--- src/rtl/cam_pkg.sv ---
// Shared definitions for the camera capture FIFO to AXI4-Stream sequencer.
package cam_pkg;

    localparam int unsigned WORD_W    = 18;
    localparam int unsigned PIXEL_W   = 16;
    localparam int unsigned CNT_W     = 12;
    localparam int unsigned VSYNC_BIT = 17;
    localparam int unsigned HREF_BIT  = 16;
    localparam int unsigned PIXEL_MSB = 15;

    localparam int unsigned DEF_H_ACTIVE = 640;
    localparam int unsigned DEF_V_ACTIVE = 480;

    localparam logic [1:0] ST_IDLE   = 2'd0;
    localparam logic [1:0] ST_SYNC   = 2'd1;
    localparam logic [1:0] ST_VBLANK = 2'd2;
    localparam logic [1:0] ST_FRAME  = 2'd3;

    typedef struct packed {
        logic               vsync;
        logic               href;
        logic [PIXEL_W-1:0] pixel;
    } fifo_word_t;

    typedef struct packed {
        logic               user;
        logic               last;
        logic [PIXEL_W-1:0] data;
    } axis_beat_t;

endpackage

--- src/rtl/axis_out_reg.sv ---
// One-entry AXI4-Stream output register; payload holds until the downstream handshake.
module axis_out_reg
    import cam_pkg::*;
(
    input  logic               clk,
    input  logic               reset_n,
    input  logic               i_load,
    input  axis_beat_t         i_beat,
    input  logic               i_tready,
    output logic               o_tvalid,
    output logic [PIXEL_W-1:0] o_tdata,
    output logic               o_tuser,
    output logic               o_tlast,
    output logic               o_ready_for_load
);

    logic       r_valid;
    axis_beat_t r_beat;

    assign o_ready_for_load = !r_valid || i_tready;
    assign o_tvalid         = r_valid;
    assign o_tdata          = r_beat.data;
    assign o_tuser          = r_beat.user;
    assign o_tlast          = r_beat.last;

    // A load in the same cycle as a handshake replaces the beat with no bubble.
    always_ff @(posedge clk or negedge reset_n) begin
        if (!reset_n) begin
            r_valid <= 1'b0;
            r_beat  <= '0;
        end else if (i_load) begin
            r_valid <= 1'b1;
            r_beat  <= i_beat;
        end else if (i_tready) begin
            r_valid <= 1'b0;
        end
    end

endmodule

--- src/rtl/cam_axis_sequencer.sv ---
// Drains the FWFT capture FIFO, locks to vsync/href framing and emits exactly
// H_ACTIVE x V_ACTIVE pixels per frame on an AXI4-Stream master.
module cam_axis_sequencer
    import cam_pkg::*;
#(
    parameter int unsigned H_ACTIVE = DEF_H_ACTIVE,
    parameter int unsigned V_ACTIVE = DEF_V_ACTIVE
) (
    input  logic               clk,
    input  logic               reset_n,
    input  logic               enable,
    input  logic               err_clear,
    input  logic [WORD_W-1:0]  fifo_dout,
    input  logic               fifo_empty,
    output logic               fifo_rd_en,
    output logic [PIXEL_W-1:0] m_axis_tdata,
    output logic               m_axis_tvalid,
    input  logic               m_axis_tready,
    output logic               m_axis_tuser,
    output logic               m_axis_tlast,
    output logic               frame_done,
    output logic               err_line,
    output logic               err_frame
);

    localparam logic [CNT_W-1:0] X_LAST = CNT_W'(H_ACTIVE - 1);
    localparam logic [CNT_W-1:0] H_MAX  = CNT_W'(H_ACTIVE);
    localparam logic [CNT_W-1:0] V_MAX  = CNT_W'(V_ACTIVE);

    logic [1:0]       r_state;
    logic [CNT_W-1:0] r_x;
    logic [CNT_W-1:0] r_y;
    logic             r_in_line;
    logic             r_line_full;
    logic             r_frame_done;
    logic             r_err_line;
    logic             r_err_frame;

    logic [1:0]       w_state_nxt;
    logic [CNT_W-1:0] w_x_nxt;
    logic [CNT_W-1:0] w_y_nxt;
    logic             w_in_line_nxt;
    logic             w_line_full_nxt;
    logic             w_frame_done_nxt;
    logic             w_err_line_nxt;
    logic             w_err_frame_nxt;
    logic             w_set_err_line;
    logic             w_set_err_frame;

    fifo_word_t       w_word;
    axis_beat_t       w_beat;
    logic             w_vblank_go;
    logic             w_frame_word;
    logic [CNT_W-1:0] w_fx;
    logic [CNT_W-1:0] w_fy;
    logic             w_fin;
    logic             w_ffull;
    logic             w_line_start;
    logic             w_line_cont;
    logic             w_emit;
    logic             w_pop;
    logic             w_load;
    logic             w_ready_for_load;

    assign w_word = '{vsync: fifo_dout[VSYNC_BIT],
                      href:  fifo_dout[HREF_BIT],
                      pixel: fifo_dout[PIXEL_MSB:0]};

    // The first non-vsync word in VBLANK is handled as a FRAME word with fresh counters.
    assign w_vblank_go  = (r_state == ST_VBLANK) && enable && !w_word.vsync;
    assign w_frame_word = (r_state == ST_FRAME) || w_vblank_go;
    assign w_fx         = w_vblank_go ? '0   : r_x;
    assign w_fy         = w_vblank_go ? '0   : r_y;
    assign w_fin        = w_vblank_go ? 1'b0 : r_in_line;
    assign w_ffull      = w_vblank_go ? 1'b0 : r_line_full;

    assign w_line_start = w_frame_word && !w_word.vsync && w_word.href
                          && !w_fin && (w_fy < V_MAX);
    assign w_line_cont  = w_frame_word && !w_word.vsync && w_word.href
                          && w_fin && !w_ffull && (w_fx < H_MAX);
    assign w_emit       = w_line_start || w_line_cont;

    // Discarded words always pop; emitted words wait for room in the output register.
    assign w_pop      = !fifo_empty && (!w_emit || w_ready_for_load);
    assign w_load     = w_pop && w_emit;
    assign fifo_rd_en = reset_n && w_pop;

    assign w_beat = '{user: (w_fx == '0) && (w_fy == '0),
                      last: (w_fx == X_LAST),
                      data: w_word.pixel};

    always_ff @(posedge clk or negedge reset_n) begin
        if (!reset_n) begin
            r_state      <= ST_IDLE;
            r_x          <= '0;
            r_y          <= '0;
            r_in_line    <= 1'b0;
            r_line_full  <= 1'b0;
            r_frame_done <= 1'b0;
            r_err_line   <= 1'b0;
            r_err_frame  <= 1'b0;
        end else begin
            r_state      <= w_state_nxt;
            r_x          <= w_x_nxt;
            r_y          <= w_y_nxt;
            r_in_line    <= w_in_line_nxt;
            r_line_full  <= w_line_full_nxt;
            r_frame_done <= w_frame_done_nxt;
            r_err_line   <= w_err_line_nxt;
            r_err_frame  <= w_err_frame_nxt;
        end
    end

    always_comb begin
        w_state_nxt      = r_state;
        w_x_nxt          = r_x;
        w_y_nxt          = r_y;
        w_in_line_nxt    = r_in_line;
        w_line_full_nxt  = r_line_full;
        w_frame_done_nxt = 1'b0;
        w_set_err_line   = 1'b0;
        w_set_err_frame  = 1'b0;
        w_err_line_nxt   = r_err_line;
        w_err_frame_nxt  = r_err_frame;

        case (r_state)
            ST_IDLE: begin
                if (enable) begin
                    w_state_nxt = ST_SYNC;
                end
            end
            ST_SYNC: begin
                if (!enable) begin
                    w_state_nxt = ST_IDLE;
                end else if (w_pop && w_word.vsync) begin
                    w_state_nxt = ST_VBLANK;
                end
            end
            ST_VBLANK: begin
                if (!enable) begin
                    w_state_nxt = ST_IDLE;
                end
            end
            default: ;
        endcase

        if (w_pop && w_frame_word) begin
            w_state_nxt     = ST_FRAME;
            w_x_nxt         = w_fx;
            w_y_nxt         = w_fy;
            w_in_line_nxt   = w_fin;
            w_line_full_nxt = w_ffull;
            if (w_word.vsync) begin
                if (w_fy == V_MAX) begin
                    w_frame_done_nxt = 1'b1;
                end else begin
                    w_set_err_frame = 1'b1;
                end
                w_state_nxt = enable ? ST_VBLANK : ST_IDLE;
            end else if (w_word.href) begin
                if (w_emit) begin
                    w_in_line_nxt = 1'b1;
                    if (w_fx == X_LAST) begin
                        w_x_nxt         = '0;
                        w_y_nxt         = w_fy + CNT_W'(1);
                        w_line_full_nxt = 1'b1;
                    end else begin
                        w_x_nxt = w_fx + CNT_W'(1);
                    end
                end else if (w_fin) begin
                    w_set_err_line = 1'b1;
                end else begin
                    w_set_err_frame = 1'b1;
                end
            end else if (w_fin) begin
                if (!w_ffull) begin
                    w_set_err_line = 1'b1;
                    w_state_nxt    = ST_SYNC;
                end else begin
                    w_in_line_nxt   = 1'b0;
                    w_line_full_nxt = 1'b0;
                end
            end
        end

        if (err_clear) begin
            w_err_line_nxt  = 1'b0;
            w_err_frame_nxt = 1'b0;
        end else begin
            if (w_set_err_line) begin
                w_err_line_nxt = 1'b1;
            end
            if (w_set_err_frame) begin
                w_err_frame_nxt = 1'b1;
            end
        end
    end

    assign frame_done = r_frame_done;
    assign err_line   = r_err_line;
    assign err_frame  = r_err_frame;

    axis_out_reg u_out (
        .clk              (clk),
        .reset_n          (reset_n),
        .i_load           (w_load),
        .i_beat           (w_beat),
        .i_tready         (m_axis_tready),
        .o_tvalid         (m_axis_tvalid),
        .o_tdata          (m_axis_tdata),
        .o_tuser          (m_axis_tuser),
        .o_tlast          (m_axis_tlast),
        .o_ready_for_load (w_ready_for_load)
    );

endmodule

--- config.mk ---
export PLATFORM = sky130hd
export DESIGN_NAME = cam_axis_sequencer
export DESIGN_NICKNAME = d
export VERILOG_FILES = /design/src/rtl/cam_pkg.sv /design/src/rtl/axis_out_reg.sv /design/src/rtl/cam_axis_sequencer.sv
export SDC_FILE = /design/constraint.sdc
export NUM_CORES = 1
export LEC_CHECK = 0
export CORE_ASPECT_RATIO = 1.4
export CORE_MARGIN = 2
export CORE_UTILIZATION = 30
export CTS_CLUSTER_DIAMETER = 120
export DETAILED_ROUTE_END_ITERATION = 7
export PLACE_DENSITY = 0.61
export SYNTH_ARGS = -nofsm -noshare
export SYNTH_HDL_FRONTEND = slang
export SYNTH_SLANG_ARGS = --single-unit
--- constraint.sdc ---
create_clock -name clk -period 10.1 [get_ports clk]
set_clock_uncertainty 0.15 [all_clocks]
set_input_delay 1.515 -clock clk [delete_from_list [all_inputs] [get_ports clk]]
set_output_delay 1.515 -clock clk [all_outputs]
set_load 0.005 [all_outputs]
==> run_results.csv <==
group,metric,value,unit
logic_synthesis,avgSynthCellArea,9.62,um^2
clocking,clockBufferDepth,2,
final_layout,final_nets,369,
sta,setup_viol,0,
power_and_ir_drop,p_sw_share,30.2,%
logic_synthesis,synth_edf_count,0,
logic_synthesis,synthXorXnorAreaFrac,3.39,%
placed_design,dpl.hpwl,5.27,mm
final_layout,fill_cells,938,
logic_synthesis,synth_area,0.00284,mm^2
logic_synthesis,ys_warn_count,0,
sta,rsz0062_at_grt,"no",
sta,relSlewSlack,26.8,%
final_layout,fin_cells,448,
clocking,clk_pin_slew_worst_paths,0.07,ns
clocking,clock_latency,0.30,ns
final_layout,fin_util,38.1,%
logic_synthesis,synthAdderAreaFrac,3.53,%
sta,hold_slack,0.353,ns
final_layout,diodes,0,
route,wl_per_cell,16.2,um
min_path,min_from,"u_out.o_tlast",
power_and_ir_drop,p_seq_share,38.4,%
outcome,status,"completed",
logic_synthesis,yosys.area_share.simple,23.0,%
sta,hold_viol_final,0,
placed_design,gp_congestion,0.890,
floorplanning,die_height,119,um
floorplanning,ios,47,
global_routing,track_usage,14.5,%
sta,setup_slack,4.38,ns
logic_synthesis,synth_top_family_by_area,"simple AND/OR/NAND/NOR gates",
power_and_ir_drop,combPwrFrac,33.0,%
sta,period_share,56.6,%
worst_setup_path,cp.arrival,4.05,ns
final_layout,final_cell_mix,"50 x dfrtp_1, 45 x clkdlybuf4s50_1, 30 x nand2_1",
job,drv_cap,0,
route,first_pass_iters,5,
route,ant_nets,0,
global_routing,antenna_found_initial,0,
sta,fin_tns_setup,0,ns
worst_setup_path,required,8.44,ns
logic_synthesis,synth_seq_cells,50,
worst_setup_path,end_kind,"output port",
clocking,postCtsSetupBuffers,0,
power_and_ir_drop,ir_worst_vdd,133,uV
sta,post-route-min-period,5.72,ns
floorplanning,rows,42,
final_layout,regArea,0.00125,mm^2
clocking,htree_levels,2,
min_path,hold_depth,1,
clocking,cts_tree,"built",
worst_setup_path,ff2ff_setup_slack,6.28,ns
clocking,cts.sinks,50,
final_layout,final_common_cell,"dfrtp_1",
floorplanning,core_area,0.00935,mm^2
worst_setup_path,rr_startpoint,"r_state[0]",
worst_setup_path,r2r-end,"r_x[3]",
min_path,hold_path_class,"register to register",
min_path,min_to,"u_out.o_tlast",
placed_design,place_inst,440,
floorplanning,die_x,86.2,um
global_routing,grt_max_degree,52,
global_routing,overflow,0,
clocking,cts_resized,0,
logic_synthesis,ys_seq_area_share,44.1,%
sta,max_freq,175,MHz
final_layout,syn_to_final_growth,25.6,%
placed_design,io_buffers,46,
sta,tightest_slew,1.09,ns
power_and_ir_drop,power_switching,0.209,mW
logic_synthesis,muxShareOfSynthArea,7.84,%
global_routing,grt_pass1_vias,2501,
logic_synthesis,synth_compound_area_share,14.5,%
worst_setup_path,reg2reg_depth,10,
worst_setup_path,critPathLaunchType,"input pin",
floorplanning,dieArea,0.0103,mm^2
floorplanning,start_util,30.4,%
logic_synthesis,synth_cells,295,
route,vias_per_cell,5.54,
logic_synthesis,synth.distinct_cells,49,
logic_synthesis,synthArstFlopShare,100,%
clocking,cts_buffers,5,
power_and_ir_drop,leakage,1.47,nW
route,drt_iter0_markers,148,
placed_design,dp_slack,4.42,ns
logic_synthesis,yosys_most_used_dff,"dfrtp_1",
global_routing,grt_pass1_wl,11.9,mm
worst_setup_path,crit_type,"input pin to output port",
route,vias,2480,
worst_setup_path,crit_fanout,16,
power_and_ir_drop,p_per_area,194,mW/mm^2
clocking,cts_root_buffer,"clkbuf_16",
route,drt_wl_total,7.27,mm
power_and_ir_drop,clkPwrFrac,28.6,%
final_layout,layout-drive-gt1-share,10.7,%
final_layout,multi_input_area,0.00149,mm^2
logic_synthesis,synth_nets,327,
route,route.detailed.drc,0,
clocking,cts_hold_buf,0,
sta,final_max_slew_viol_count,0,
power_and_ir_drop,power.internal,0.482,mW
==> flip-flops by register name, indices dropped and copies added, names as in the netlist <==
register        count
r_in_line           1
frame_done          1
err_frame           1
u_out.o_tuser       1
r_y                12
err_line            1
r_line_full         1
u_out.o_tvalid      1
u_out.o_tlast       1
r_x                12
u_out.o_tdata      16
r_state             2
==> cell usage after synthesis (2+ instances only) <==
master / count / area share (%)
buf_2: 4 / 0.71
clkbuf_1: 9 / 1.2
nand2b_1: 6 / 1.3
a21oi_1: 13 / 2.3
xor2_1: 6 / 1.9
nand4_1: 10 / 2.2
inv_1: 13 / 1.7
nand3b_1: 3 / 0.79
nor4_1: 8 / 1.8
a31oi_1: 4 / 0.88
a22o_1: 3 / 0.93
or4_1: 3 / 0.79
o21ai_0: 13 / 2.3
or4_4: 2 / 0.79
mux2i_1: 2 / 0.71
mux2_2: 18 / 7.1
and2_1: 2 / 0.44
nor2_1: 16 / 2.1
xnor2_1: 5 / 1.5
ha_1: 8 / 3.5
nor3_1: 11 / 1.9
nor4b_1: 2 / 0.62
o31ai_1: 6 / 1.6
and3_1: 6 / 1.3
a22oi_1: 2 / 0.53
and4_1: 3 / 0.93
dfrtp_1: 50 / 44
nand3_1: 11 / 1.9
a32oi_1: 2 / 0.62
a21o_1: 2 / 0.53
a41oi_1: 4 / 1.2
nor2b_1: 2 / 0.44
nand2_1: 30 / 4.0
==> power groups by stage <==
| stage | clock network [mW] | logic, mW | registers, mW |
|---|---|---|---|
| after floorplan | 0 | 0.120 | 0.267 |
| after global placement | 0 | 0.223 | 0.267 |
| after detailed placement | 0 | 0.227 | 0.268 |
| after CTS | 0.206 | 0.229 | 0.265 |
| after global routing | 0.213 | 0.249 | 0.270 |
| final | 0.197 | 0.228 | 0.265 |
==> worst max-delay path by stage <==
stage	startpoint	end	slack (ns)	cells past startpoint
finish	fifo_dout[17]	fifo_rd_en	4.38	6
floorplan	fifo_dout[17]	r_y[9]	5.82	11
global route	fifo_dout[17]	fifo_rd_en	4.20	6
global placement	fifo_dout[17]	fifo_rd_en	4.47	6
CTS	fifo_dout[17]	fifo_rd_en	4.41	6
detailed placement	fifo_dout[17]	fifo_rd_en	4.42	6
==> stage by stage <==
step | total power, mW | instance area, um^2
floorplan | 0.387 | 2840
global placement | 0.490 | 3390
detailed placement | 0.495 | 3390
CTS | 0.700 | 3570
global route | 0.732 | 3570
finish | 0.690 | 3570
==> per-layer routing <==
metal  vias to the layer above  GRT usage [%]  wire, um
met4                         0           7.81       301
met3                        20           3.40       399
met5                         -              0         0
met2                        87           23.9      3570
li1                       1175              -         -
met1                      1198           17.4      3000
==> critical path, stage by stage <==
cell and delay, ns:
clkdlybuf4s50_1 0.71, and3b_1 0.42, a221oi_1 0.53, nor2_1 0.17, a21oi_1 0.18, clkdlybuf4s50_1 0.52
==> logic make-up after synthesis <==
group                    Yosys count
flip-flops                        50
AO/OA/AOI/OAI                     60
XOR/XNOR                          11
multiplexers                      20
adder cells (fa/ha/maj)            8
buffers and inverters             26
AND/OR/NAND/NOR                  120
==> cell type report <==
type                    count  area share, %
clock buffers               5           3.51
inverters                  13           1.37
clock inverters             3           1.33
multi-input cells         219           41.6
flip-flops and latches     50           35.1
well taps                 110           3.86
repair buffers             48           13.2
(Power assumes the default switching activity.)
